--- config.mk ---
export PLATFORM = sky130hd
export DESIGN_NAME = mem_wb_stage
export DESIGN_NICKNAME = d
export VERILOG_FILES = /design/src/rtl/mem_wb_stage.sv
export SDC_FILE = /design/constraint.sdc
export NUM_CORES = 1
export LEC_CHECK = 0
export CORE_UTILIZATION = 35
export CTS_BUF_LIST = sky130_fd_sc_hd__clkbuf_2 sky130_fd_sc_hd__clkbuf_4 sky130_fd_sc_hd__clkbuf_8
export DETAILED_ROUTE_END_ITERATION = 7
export PLACE_DENSITY = 0.79
export REMOVE_ABC_BUFFERS = 1
export SLEW_MARGIN = 20
export SYNTH_ARGS = -nofsm -noshare
export SYNTH_HDL_FRONTEND = slang
export SYNTH_SLANG_ARGS = --single-unit
export TNS_END_PERCENT = 50
--- constraint.sdc ---
create_clock -name clk -period 6.12 [get_ports clk]
set_input_delay 1.224 -clock clk [delete_from_list [all_inputs] [get_ports clk]]
set_output_delay 1.224 -clock clk [all_outputs]
set_load 0.03 [all_outputs]
--- src/rtl/mem_wb_stage.sv ---
// MEM->WB pipeline register.
// Carries NCH GPR write channels and one HI/LO write channel. Each cycle it
// captures the MEM outputs, holds its contents for a WB stall, loads a NOP
// bubble for a MEM stall or a flush, and counts the real instructions that
// it accepts. Write enables are cleaned up before the register so the
// regfile never sees a write to r0, two writes to one register, or a write
// from an invalid slot.
module mem_wb_stage #(
  parameter int DATA_W   = 32,
  parameter int ADDR_W   = 5,
  parameter int NCH      = 2,
  parameter int CNT_W    = 32,
  parameter int ZERO_SUP = 1
) (
  input  logic                  clk,
  input  logic                  rst,
  input  logic                  flush,
  input  logic                  stall_mem,
  input  logic                  stall_wb,
  input  logic                  mem_valid,
  input  logic [NCH*ADDR_W-1:0] mem_wd,
  input  logic [NCH-1:0]        mem_wreg,
  input  logic [NCH*DATA_W-1:0] mem_wdata,
  input  logic                  mem_whilo,
  input  logic [DATA_W-1:0]     mem_hi,
  input  logic [DATA_W-1:0]     mem_lo,
  output logic [NCH*ADDR_W-1:0] wb_wd,
  output logic [NCH-1:0]        wb_wreg,
  output logic [NCH*DATA_W-1:0] wb_wdata,
  output logic                  wb_whilo,
  output logic [DATA_W-1:0]     wb_hi,
  output logic [DATA_W-1:0]     wb_lo,
  output logic                  wb_valid,
  output logic [CNT_W-1:0]      retire_cnt
);

  logic [NCH*ADDR_W-1:0] wd_d,    wd_q;
  logic [NCH-1:0]        wreg_d,  wreg_q;
  logic [NCH*DATA_W-1:0] wdata_d, wdata_q;
  logic                  whilo_d, whilo_q;
  logic [DATA_W-1:0]     hi_d,    hi_q;
  logic [DATA_W-1:0]     lo_d,    lo_q;
  logic                  valid_d, valid_q;
  logic [CNT_W-1:0]      cnt_d,   cnt_q;

  logic [NCH-1:0]        wreg_san;
  logic                  load_nop;
  logic                  capture;

  // Sanitise the incoming GPR write enables: drop invalid slots, writes to
  // r0, and the lower-indexed twin of any duplicated destination.
  always_comb begin
    wreg_san = '0;
    for (int i = 0; i < NCH; i++) begin
      wreg_san[i] = mem_wreg[i] & mem_valid;
      if ((ZERO_SUP != 0) && (mem_wd[i*ADDR_W +: ADDR_W] == '0))
        wreg_san[i] = 1'b0;
      for (int j = i + 1; j < NCH; j++) begin
        if (mem_wreg[j] &&
            (mem_wd[j*ADDR_W +: ADDR_W] == mem_wd[i*ADDR_W +: ADDR_W]) &&
            (mem_wd[i*ADDR_W +: ADDR_W] != '0))
          wreg_san[i] = 1'b0;
      end
    end
  end

  // Choose between flush/bubble, hold and capture, and form the next state.
  // A bubble on a MEM stall keeps a stalled instruction from writing twice;
  // a WB stall outranks the bubble, and a flush outranks everything.
  always_comb begin
    load_nop = flush | (stall_mem & ~stall_wb);
    capture  = ~flush & ~stall_wb & ~stall_mem;

    wd_d    = wd_q;
    wreg_d  = wreg_q;
    wdata_d = wdata_q;
    whilo_d = whilo_q;
    hi_d    = hi_q;
    lo_d    = lo_q;
    valid_d = valid_q;
    cnt_d   = cnt_q;

    if (load_nop) begin
      wd_d    = '0;
      wreg_d  = '0;
      wdata_d = '0;
      whilo_d = 1'b0;
      hi_d    = '0;
      lo_d    = '0;
      valid_d = 1'b0;
    end else if (capture) begin
      wd_d    = mem_wd;
      wreg_d  = wreg_san;
      wdata_d = mem_wdata;
      whilo_d = mem_whilo & mem_valid;
      hi_d    = mem_hi;
      lo_d    = mem_lo;
      valid_d = mem_valid;
      if (mem_valid)
        cnt_d = cnt_q + CNT_W'(1);
    end
  end

  // The WB register itself; reset returns every field to the NOP state.
  always_ff @(posedge clk) begin
    if (rst) begin
      wd_q    <= '0;
      wreg_q  <= '0;
      wdata_q <= '0;
      whilo_q <= 1'b0;
      hi_q    <= '0;
      lo_q    <= '0;
      valid_q <= 1'b0;
      cnt_q   <= '0;
    end else begin
      wd_q    <= wd_d;
      wreg_q  <= wreg_d;
      wdata_q <= wdata_d;
      whilo_q <= whilo_d;
      hi_q    <= hi_d;
      lo_q    <= lo_d;
      valid_q <= valid_d;
      cnt_q   <= cnt_d;
    end
  end

  assign wb_wd      = wd_q;
  assign wb_wreg    = wreg_q;
  assign wb_wdata   = wdata_q;
  assign wb_whilo   = whilo_q;
  assign wb_hi      = hi_q;
  assign wb_lo      = lo_q;
  assign wb_valid   = valid_q;
  assign retire_cnt = cnt_q;

endmodule

==> metrics.md, run 1 <==
| Metric | Value |
|---|---|
| Synth cell types | `26` |
| Die W | `137 um` |
| Clk sinks | `174` |
| Num CTS Buffers | `17` |
| Area post-placement | `0.00969 sq mm` |
| Setup-failing EPs final | `0` |
| CP Max Fanout | `16` |
| Core Rows | `48` |
| Hold crit path type | `reg -> reg` |
| CP endpoint | `retire_cnt[27]` |
| Share of cells above drive strength 1 | `3.80%` |
| Worst reg2reg path startpoint | `retire_cnt[5]` |
| Most frequent cells after synthesis | `288 x nand2_1, 174 x dfxtp_1, 151 x a21oi_1, 52 x clkbuf_1, 32 x nor2_1` |
| Status | `finished clean` |
| Layout overhead on the synthesized area | `59.4%` |
| YS warnings | `0` |
| Final worst slack | `2.35 ns` |
| P_leak | `3.33 nW` |
| Pwr dens | `218 mW/mm^2` |
| Die H | `137 um` |
| Seq cells post-synth | `174` |
| Largest net degree at the start of global routing | `90` |
| Post-CTS Hold Buffers | `0` |
| CP startpoint kind | `primary input` |
| Post-layout nets | `1241` |
| Post-DRT Antenna Nets | `0` |
| DRC errors left | `0` |
| ANT cells | `0` |
| Cell count after synthesis | `802` |
| Seq/Total Area, Yosys | `54.9%` |
| Antenna violations before repair | `0` |
| Hold WS | `0.455 ns` |
| Clock skew | `0.0108 ns` |
| Worst-skew pair later-pin latency | `0.44 ns` |
| Pre-CTS WS | `1.94 ns` |
| Fin Setup TNS | `0 ns` |
| Clock transition at the registers of the reported paths | `0.08 ns` |
| Post-DP HPWL | `13600 um` |
| Post-synth top flop | `dfxtp_1` |
| Via count | `6371` |
| Post-synthesis average cell area | `7.91 sq um` |
| Worst Path Required | `6.49 ns` |
| Filler Cell Count | `1570` |
| Total Wirelength | `19200 um` |
| Multi-input gate area | `0.00266 sq mm` |
| Grt total ovfl | `0` |
| DRT Pass-1 Iters | `4` |
| Avg WL per Cell | `14.5 um` |
| Reg2reg setup slack | `3.78 ns` |
| Core Box Area | `0.0175 sq mm` |
| CP startpoint | `mem_valid` |
| Vias per inst | `4.79` |
| # IOs | `321` |
| Crit path time final | `3.77 ns` |
| CTS H-tree lvls | `4` |
| Total GRT Usage | `19.7%` |
| Hold Vio Cnt, Final | `0` |
| Vias in the first global route | `5740` |
| GP Congestion | `0.791` |
| Most area-hungry cell type in the Yosys netlist | `dfxtp_1` |
| CTS Root Cell | `clkbuf_8` |
| Post-CTS Setup Repair Bufs | `0` |
| Tightest Pin Transition | `0.975 ns` |
| Leading post-synthesis cells by cell area | `dfxtp_1 55%, nand2_1 17%, a21oi_1 12%` |
| Crit end category | `flop` |
| Synth top area share | `54.9%` |
| Area of the mapped netlist | `0.00635 sq mm` |
| FF-to-FF End | `retire_cnt[27]` |
| Peak VDD IR | `0.131 mV` |
| Post-route cell area | `0.0101 sq mm` |
| R2R depth | `5` |
| Reg area | `0.00348 sq mm` |
| Initial core utilization | `36.3%` |
| Fmax | `0.265 GHz` |
| Final Cycle Share | `61.6%` |
| EDFF count, synth | `0` |
| Max clock buf depth | `2` |
| Type of the worst setup path | `in -> reg` |
| First DRT Iteration DRCs | `370` |
| Max-cap violation count | `0` |
| Most frequent cell after synthesis | `nand2_1` |
| Slew HR | `35.0%` |
| Crit path DAT | `4.13 ns` |
| Port buffer count | `320` |
| First-pass GRT wire length | `28600 um` |
| Die ar. | `0.0187 sq mm` |
| Async set or reset register ratio after synthesis | `0%` |
| Max-slew violation count | `0` |
| # resized after CTS | `0` |
| CTS tree | `yes` |
| RSZ-0062 raised after global routing | `no` |
-- stage by stage --
stage	power (mW)	cells	utilization [%]
3_5_place_dp	1.38	1299	55.5
3_3_place_gp	1.38	1299	55.5
2_1_floorplan	1.25	748	-
4_1_cts	2.24	1330	57.9
6_report	2.21	1330	57.9
5_1_grt	2.29	1330	57.9
-- worst max-delay path, cell delays in order --
cell	delay, ns
clkdlybuf4s50_1	0.61
or4b_1	0.60
nor4_4	0.80
nand4_1	0.34
or3_1	0.40
a21oi_1	0.15
-- layout by cell type, fill, tap and decap left out, drive strengths merged --
master / Yosys / routed
nand4: 17 / 17
clkinvlp: 0 / 1
inv: 4 / 7
nand2: 288 / 288
mux2: 1 / 1
and2: 1 / 1
dfxtp: 174 / 174
bufinv: 0 / 3
ha: 1 / 1
clkinv: 0 / 5
and4: 1 / 1
or4: 1 / 1
nand3: 18 / 18
o21ai: 9 / 9
nor2b: 2 / 2
nor4: 3 / 3
and3: 4 / 4
nor3: 3 / 3
a31oi: 1 / 1
xor2: 23 / 23
a21oi: 151 / 151
nor2: 32 / 32
clkdlybuf4s50: 0 / 320
or3: 8 / 8
clkbuf: 52 / 19
xnor2: 5 / 5
or4b: 1 / 1
buf: 2 / 6
-- layer usage --
metal / GRT usage, % / vias to the layer above / wire length (um)
met5: 0 / - / 0
met4: 6.54 / 0 / 324
met2: 33.5 / 233 / 9580
li1: - / 3204 / -
met3: 7.33 / 24 / 1730
met1: 22.6 / 2910 / 7610
-- cell type report --
class / count / area share, %
inverter: 4 / 0.148
sequential: 174 / 34.4
multi-input combinational: 570 / 26.3
clock buffer: 19 / 2.59
tap: 225 / 2.78
timing repair buffer: 326 / 32.1
clock inverter: 12 / 1.58
-- flip-flops by register name (all words and copies together), names as in the netlist --
signal,count
wb_wdata,64
retire_cnt,32
wb_hi,32
wb_lo,32
wb_wd,10
wb_wreg,2
wb_valid,1
wb_whilo,1
-- power by group --
part	internal, mW	total [mW]	switching (mW)
Sequential	1.14	1.15	0.00502
Combinational	0.113	0.207	0.0942
Clock	0.428	0.856	0.427
Total	1.68	2.21	0.527
-- cell families after synthesis --
| group | count (synthesis) | synth area share, % |
|---|---|---|
| and+or+nand+nor | 379 | 24.7 |
| DFF | 174 | 54.9 |
| AOI/OAI and AO/OA | 161 | 12.7 |
| buffers and inverters | 58 | 3.47 |
| xor gates and xnor gates | 28 | 3.86 |
| muxes | 1 | 0.177 |
| adders and majority gates | 1 | 0.197 |
-- how the worst min path moves through the flow --
stage | from | end | slack (ns) | depth (start not counted)
floorplan | wb_whilo | wb_whilo | 0.58 | 2
global placement | wb_whilo | wb_whilo | 0.44 | 2
detailed placement | wb_wdata[40] | wb_wdata[40] | 0.45 | 2
CTS | wb_wdata[40] | wb_wdata[40] | 0.46 | 2
global route | wb_lo[20] | wb_lo[20] | 0.47 | 2
finish | wb_wdata[34] | wb_wdata[34] | 0.46 | 2
No activity file was read; power rests on OpenSTA's default activity.
==> run 2: changes to the inputs <==
==> constraint.sdc (replaced) <==
create_clock -name clk -period 3.6 [get_ports clk]
set_input_delay 0.72 -clock clk [delete_from_list [all_inputs] [get_ports clk]]
set_output_delay 0.72 -clock clk [all_outputs]
set_load 0.03 [all_outputs]
==> metrics.md, run 2 (synthesized netlist as in run 1, its figures left out) <==
| Metric | Value |
|---|---|
| Layout overhead on the synthesized area | `61.1%` |
| Filler Cell Count | `1553` |
| Worst-skew pair later-pin latency | `0.45 ns` |
| Post-layout nets | `1243` |
| Reg2reg setup slack | `1.33 ns` |
| Final Cycle Share | `79.6%` |
| Vias per inst | `4.78` |
| Crit path DAT | `3.25 ns` |
| Tightest Pin Transition | `0.830 ns` |
| Pwr dens | `379 mW/mm^2` |
| CTS Root Cell | `clkbuf_8` |
| Fin Setup TNS | `0 ns` |
| CTS H-tree lvls | `4` |
| Initial core utilization | `36.3%` |
| # IOs | `321` |
| CP Max Fanout | `11` |
| Total GRT Usage | `20.2%` |
| Total Power | `3.87 mW` |
| Worst reg2reg path startpoint | `retire_cnt[9]` |
| Commonest non-fill, non-tap cells in the layout | `320 x clkdlybuf4s50_1, 288 x nand2_1, 174 x dfxtp_1` |
| Worst Path Required | `3.99 ns` |
| Status | `finished clean` |
| Setup-failing EPs final | `0` |
| P_leak | `3.37 nW` |
| Leading cell type in the layout, fill and taps excluded | `clkdlybuf4s50_1` |
| DRC errors left | `0` |
| Crit end category | `flop` |
| Vias in the first global route | `5910` |
| Uppermost layer routed | `met4` |
| Type of the worst setup path | `in -> reg` |
| R2R depth | `5` |
| First-pass GRT wire length | `29200 um` |
| Final worst slack | `0.734 ns` |
| Multi-input gate area | `0.00266 sq mm` |
| Crit path time final | `2.87 ns` |
| ANT cells | `0` |
| Finished Layout Cells | `1333` |
| Post-CTS Hold Buffers | `0` |
| Max-slew violation count | `0` |
| DRT Pass-1 Iters | `5` |
| Fmax | `0.349 GHz` |
| CP startpoint | `stall_wb` |
| Reg area | `0.00348 sq mm` |
| Port buffer count | `320` |
| DR WL met2 | `9640 um` |
| Die ar. | `0.0187 sq mm` |
| Post-CTS Setup Repair Bufs | `0` |
| Final core utilization | `58.5%` |
| FF-to-FF End | `retire_cnt[26]` |
| Max-cap violation count | `0` |
| Clock skew | `0.00982 ns` |
| Die H | `137 um` |
| Die W | `137 um` |
| Post-DRT Antenna Nets | `0` |
| Max clock buf depth | `2` |
| First DRT Iteration DRCs | `311` |
| Avg WL per Cell | `14.5 um` |
| Largest register FFs | `64` |
| WL met1 | `7650 um` |
| Clock transition at the registers of the reported paths | `0.09 ns` |
| Slew HR | `44.2%` |
| Hold Crit Depth | `2` |
| Grt total ovfl | `0` |
| Hold Vio Cnt, Final | `0` |
| Total Wirelength | `19300 um` |
| Share of cells above drive strength 1 | `4.06%` |
| CP endpoint | `retire_cnt[22]` |
| Core Rows | `48` |
| Hold crit path type | `reg -> reg` |
| Met3 wire len | `1670 um` |
| Pre-CTS WS | `0.314 ns` |
| Post-DP HPWL | `13700 um` |
| RSZ-0062 raised after global routing | `no` |
| CTS tree | `yes` |
| Num CTS Buffers | `17` |
| Inst Count DP | `1301` |
| CP startpoint kind | `primary input` |
| Via count | `6372` |
| Largest net degree at the start of global routing | `143` |
| GP Congestion | `0.846` |
| Core Box Area | `0.0175 sq mm` |
| Clk sinks | `174` |
| Antenna violations before repair | `0` |
| # resized after CTS | `0` |
| Peak VDD IR | `0.283 mV` |
run 2: area by class of cell:
class	count	area share, %
multi-input combinational	570	26.1
clock buffer	19	2.50
timing repair buffer	328	32.4
sequential	174	34.1
clock inverter	13	2.06
tap	225	2.75
inverter	4	0.147
run 2: power by group:
part	leakage (nW)	total, mW	internal, mW	switching, mW
clock	0.230	1.57	0.856	0.711
combinational	1.74	0.359	0.197	0.162
sequential	1.40	1.95	1.94	0.00843
total	3.37	3.87	2.99	0.882
run 2: worst min-delay path by stage:
stage          slack [ns]  startpoint         to
6_report             0.45   wb_lo[21]  wb_lo[21]
5_1_grt              0.47   wb_lo[20]  wb_lo[20]
4_1_cts              0.46    wb_lo[0]   wb_lo[0]
3_5_place_dp         0.45   wb_lo[22]  wb_lo[22]
3_3_place_gp         0.44    wb_whilo   wb_whilo
2_1_floorplan        0.58    wb_whilo   wb_whilo
run 2: metrics by stage:
step	instance area, sq um	hold WS [ns]
after floorplan	6140	0.580
after global placement	9760	0.439
after detailed placement	9760	0.446
after CTS	10200	0.458
after global routing	10200	0.475
final	10200	0.454
run 2: per-layer routing:
metal | track usage [%] | up-vias
met5 | 0 | -
met4 | 6.85 | 0
met3 | 7.70 | 34
met2 | 34.7 | 227
met1 | 22.8 | 2906
li1 | - | 3205
run 2: worst max-delay path, cell delays in order:
cell and delay [ns]:
clkdlybuf4s50_1 0.50, or4b_1 0.72, nor4_4 0.47, buf_4 0.25, nand3_1 0.10, or3_1 0.34, a21oi_1 0.14
